File: src/rtl/mux_2to1.sv
// Registered 2:1 word selector with a valid qualifier and the selecting bit carried alongside.
// Define MUX_2TO1_SEL_COUNT_EN to add Sel_Count, a 16-bit count of captures that change the selection.
`timescale 1ns/1ps

module mux_2to1 #(
   parameter int WIDTH = 32
) (
   input  logic             clk,
   input  logic             rst,
   input  logic [WIDTH-1:0] Num_A,
   input  logic [WIDTH-1:0] Num_B,
   input  logic             Selector,
   input  logic             In_Valid,
   output logic [WIDTH-1:0] Out_Mux,
   output logic             Out_Valid,
   output logic             Out_Sel
`ifdef MUX_2TO1_SEL_COUNT_EN
   ,
   output logic [15:0]      Sel_Count
`endif
);

   logic [WIDTH-1:0] sel_word;

   assign sel_word = Selector ? Num_B : Num_A;

   always_ff @(posedge clk or posedge rst) begin
      if (rst) begin
         Out_Mux   <= '0;
         Out_Sel   <= 1'b0;
         Out_Valid <= 1'b0;
      end else begin
         Out_Valid <= In_Valid;
         if (In_Valid) begin
            Out_Mux <= sel_word;
            Out_Sel <= Selector;
         end
      end
   end

`ifdef MUX_2TO1_SEL_COUNT_EN
   // Compared against the registered Out_Sel, so the first capture after reset counts only if it selects Num_B.
   always_ff @(posedge clk or posedge rst) begin
      if (rst)
         Sel_Count <= 16'd0;
      else if (In_Valid && (Selector != Out_Sel))
         Sel_Count <= Sel_Count + 16'd1;
   end
`endif

endmodule

File: config.mk
export PLATFORM = sky130hd
export DESIGN_NAME = mux_2to1
export DESIGN_NICKNAME = d
export VERILOG_FILES = /design/src/rtl/mux_2to1.sv
export SDC_FILE = /design/constraint.sdc
export NUM_CORES = 1
export LEC_CHECK = 0
export BUFFER_PORTS_ARGS = -buffer_cell sky130_fd_sc_hd__buf_2
export CAP_MARGIN = 20
export CORE_MARGIN = 2
export CORE_UTILIZATION = 42
export CTS_BUF_LIST = sky130_fd_sc_hd__clkbuf_8 sky130_fd_sc_hd__clkbuf_16
export DETAILED_ROUTE_END_ITERATION = 7
export PLACE_DENSITY = 0.9
export RECOVER_POWER = 100
export SETUP_SLACK_MARGIN = 0.5
export SLEW_MARGIN = 20
export SYNTH_ARGS = -nofsm -noshare
export SYNTH_HDL_FRONTEND = slang
export SYNTH_SLANG_ARGS = --single-unit
File: constraint.sdc
create_clock -name clk -period 1 [get_ports clk]
set_input_delay 0.1 -clock clk [delete_from_list [all_inputs] [get_ports clk]]
set_output_delay 0.1 -clock clk [all_outputs]
set_load 0.1 [all_outputs]
Yosys cells after proc, flatten, opt, wreduce, memory -nomap -nowiden
Index checks and enable logic that the tools add are counted.

storage, ports and cells
  register bits = 34
  bits of input ports = 68
  output and inout port bits = 34
  logic and storage cells = 4

operators by class
  multiplexer cells = 1

operators by type and width
  operator            number
  32-bit two-way mux  1

Logic depth before layout (Yosys ltp)
  word-level depth = 1
  mapped depth = 4
  gate-level depth less buffers = 2

Worst setup path before layout
Ideal clock, no wire load.

  path kind = register to register
  from = reg, netlist name Out_Sel
  to = reg Out_Sel
  library setup time = 125 ps
  arrival time = 1,130 ps
  data required time = 875 ps
  slack = -256 ps
  stages on the path, launching flop included = 2
  path buffers = 0
  period minus slack after synthesis = 1,256 ps
  cell sequence = dfrtp_1 -> mux2_2

RTL lines
  element               line  text
  to (signal assigned)  36    Out_Sel <= Selector;
  to (decl)             16    output logic Out_Sel

Worst setup path after layout
  from = reg Out_Mux[22]
  to = out Out_Mux[22]

RTL lines
  element                 line  text
  from (decl)             14    output logic [WIDTH-1:0] Out_Mux,
  from (signal assigned)  35    Out_Mux <= sel_word;

No word-level cell between the ends.

==> impl_metrics.py <==
metrics = {
    "power_and_ir_drop": {
        "power_density_nw_per_um2": 1704,
        "leakagePower_nw": 1.379,
        "irDropWorstVdd_uv": 1363,
    },
    "synthesis": {
        "synth_cells": 143,
        "synthTopCellsByArea": "dfrtp_1 (54%), mux2i_1 (20%), a21oi_1 (10%), nor2_1 (7.6%), buf_12 (3.8%)",
        "synth_warnings": 0,
        "postSynth.asyncResetShare_pct": 100.0,
        "avgSynthCellArea_um2": 10.99,
        "synth-edff-count": 0,
        "synthesis.area_um2": 1572,
        "yosysTopAreaCellShare_pct": 54.14,
        "ys_types": 11,
        "synth-main-ff-cell": "dfrtp_1",
        "synth-seq-cells": 34,
        "synth_common_cells": "dfrtp_1 (34), a21oi_1 (32), mux2i_1 (32), nor2_1 (32)",
        "yosysSeqAreaShare_pct": 54.14,
        "synth_fp_nets": 211,
        "yosysTopAreaCell": "dfrtp_1",
        "yosysMostFrequentCell": "dfrtp_1",
    },
    "drt": {
        "vias": 1495,
        "drt_iter0_markers": 43,
        "drt-total-wl_mm": 4.773,
        "viasPerCell": 4.934,
        "post_drt_wl_per_cell_um": 15.75,
        "drtAntennaViolNets": 0,
        "dr.pass1.iters": 4,
        "drc": 0,
    },
    "finish": {
        "multi_input_area_um2": 700.7,
        "utilization_pct": 82.23,
        "fill_cells": 215,
        "ff_latch_area_um2": 978.4,
        "diodes": 0,
        "fin_cells": 303,
        "area_delta_synth_final_pct": 90.13,
        "final_nets": 322,
        "drive_gt1_share_pct": 68.24,
    },
    "worst_setup_path": {
        "worstPathMaxFanout": 2,
        "cp.required_ns": 0.90,
        "cpMaxStageDelayCell": "dfrtp_4",
        "path_buf_inv": 1,
        "cp-start-kind": "flop",
        "end_kind": "primary output",
        "startpoint": "Out_Mux[22]",
        "path_class": "flop to primary output",
        "path_cells": "buf_12",
        "slowest_delay_ns": 0.50,
        "cp_top_family": "flip-flops",
        "r2r-start": "Out_Mux[8]",
        "arrival_ns": 0.96,
    },
    "floorplanning": {
        "io_pins": 102,
        "die_area_um2": 4247,
        "core_um2": 3633,
        "dieHeight_um": 65.17,
        "start_util_pct": 43.25,
        "dieWidth_um": 65.17,
        "num_rows": 22,
    },
    "clock_network": {
        "cts_tree": "built",
        "h-tree-depth": 2,
        "numCtsBuffers": 5,
        "clockBufferDepth": 2,
        "clock_latency_ns": 0.27,
        "root_buffer": "clkbuf_8",
        "clk_pin_slew_worst_paths_ns": 0.07,
        "cts_num_sinks": 34,
    },
    "placement": {
        "dp_cells": 288,
        "pre_cts_ws_ns": 0.08573,
        "gp_congestion": 0.7163,
        "port_buffers": 101,
        "hpwl_mm": 3.318,
    },
    "global_route": {
        "antenna_found_initial": 0,
        "grt_pass1_vias": 1447,
        "grt_usage_pct": 21.18,
        "grt_overflow": 0,
        "grt_first_pass_wirelength_mm": 6.762,
        "grt_max_degree": 35,
    },
    "sta": {
        "setup_viol": 34,
        "maxSlewHeadroom_pct": 44.24,
        "worst_slack_ns": -0.05737,
        "hold_viol": 0,
        "fin_crit_sh_pct": 105.7,
        "holdWs_ns": 0.07638,
        "tightest_slew_ns": 0.8363,
        "rsz0062_at_grt": "yes",
        "skew_ns": 0,
        "finalMaxSlewViolations": 0,
        "max_freq_ghz": 0.9457,
        "min_period_ns": 1.057,
    },
    "status": {
        "violations": "setup timing",
        "outcome": "finished, violations left",
    },
    "job": {
        "maxCapViolations": 0,
    },
    "min_path": {
        "hold_class": "primary input to async pin",
    },
}
==> cell type report <==
class	instances	area share [%]
timing repair buffer	115	38.57
clock inverter	2	0.2931
inverter	1	0.1675
clock buffer	6	2.764
sequential	34	32.75
multi-input combinational	97	23.45
tap	48	2.010
==> flip-flops by register name (all words and copies together) (netlist names) <==
signal     count
Out_Mux       32
Out_Sel        1
Out_Valid      1
==> cell families (layout without fill, tap and decap cells) <==
family	count (synthesis)	after routing	share of synthesized area, %
muxes	33	33	21.10
and+or+nand+nor	32	32	7.644
buffers and inverters	12	124	6.926
DFF	34	34	54.14
AOI/OAI and AO/OA	32	32	10.19
==> path summary, 6_finish.rpt <==
path                            slack [ns]     endpoint  depth (start not counted)
worst max-delay path                 -0.06  Out_Mux[22]                          1
worst min-delay path                  0.08  Out_Mux[21]                          3
worst max register to register        0.05   Out_Mux[8]                          4
worst min register to register        0.60      Out_Sel                          1
max in group asynchronous             0.30  Out_Mux[10]                          3
min in group clk                      0.12  Out_Mux[14]                          3
==> stage by stage <==
step                      setup TNS, ns  power, mW  cell area [µm²]
after floorplan                -0.02051      3.087             1703
after global placement                0      3.951             2776
after detailed placement              0      4.000             2776
after CTS                        -1.648      5.035             2902
after global routing             -2.181      5.259             2988
final                            -1.458      5.093             2988
==> cells in the final DEF, fill, tap and decap left out <==
cell	synthesis	layout
mux2i_1	32	32
buf_4	1	4
clkbuf_8	0	6
nor2_1	32	26
nor2_4	0	5
clkinv_2	0	1
nor2_2	0	1
buf_12	3	37
inv_1	1	1
mux2_2	1	1
dfrtp_4	0	34
clkbuf_1	3	3
clkbuf_2	0	1
buf_6	1	2
clkinvlp_2	0	1
buf_2	3	67
a21oi_2	0	13
clkbuf_4	0	1
a21oi_1	32	19
==> report_power, final <==
group	switching, mW	internal (mW)
clock	0.479	0.545
combinational	1.44	0.848
sequential	0.167	1.61
total	2.09	3.00
==> repair_timing <==
item | 4_1_cts | 5_1_grt
pin swaps | 1 | 0
gates resized for setup | 8 | 42
setup buffers | 1 | 6
hold endpoints to repair | 34 | 34
endpoints found under the setup margin | 67 | 67
==> metal layers <==
metal	GRT usage, %	up-vias	wire length (µm)
li1	-	714	-
met1	24.83	708	1740
met2	37.76	69	2605
met3	6.336	4	388
met4	5.469	0	38
met5	0	-	0
Power figures use the tool's default switching activity.
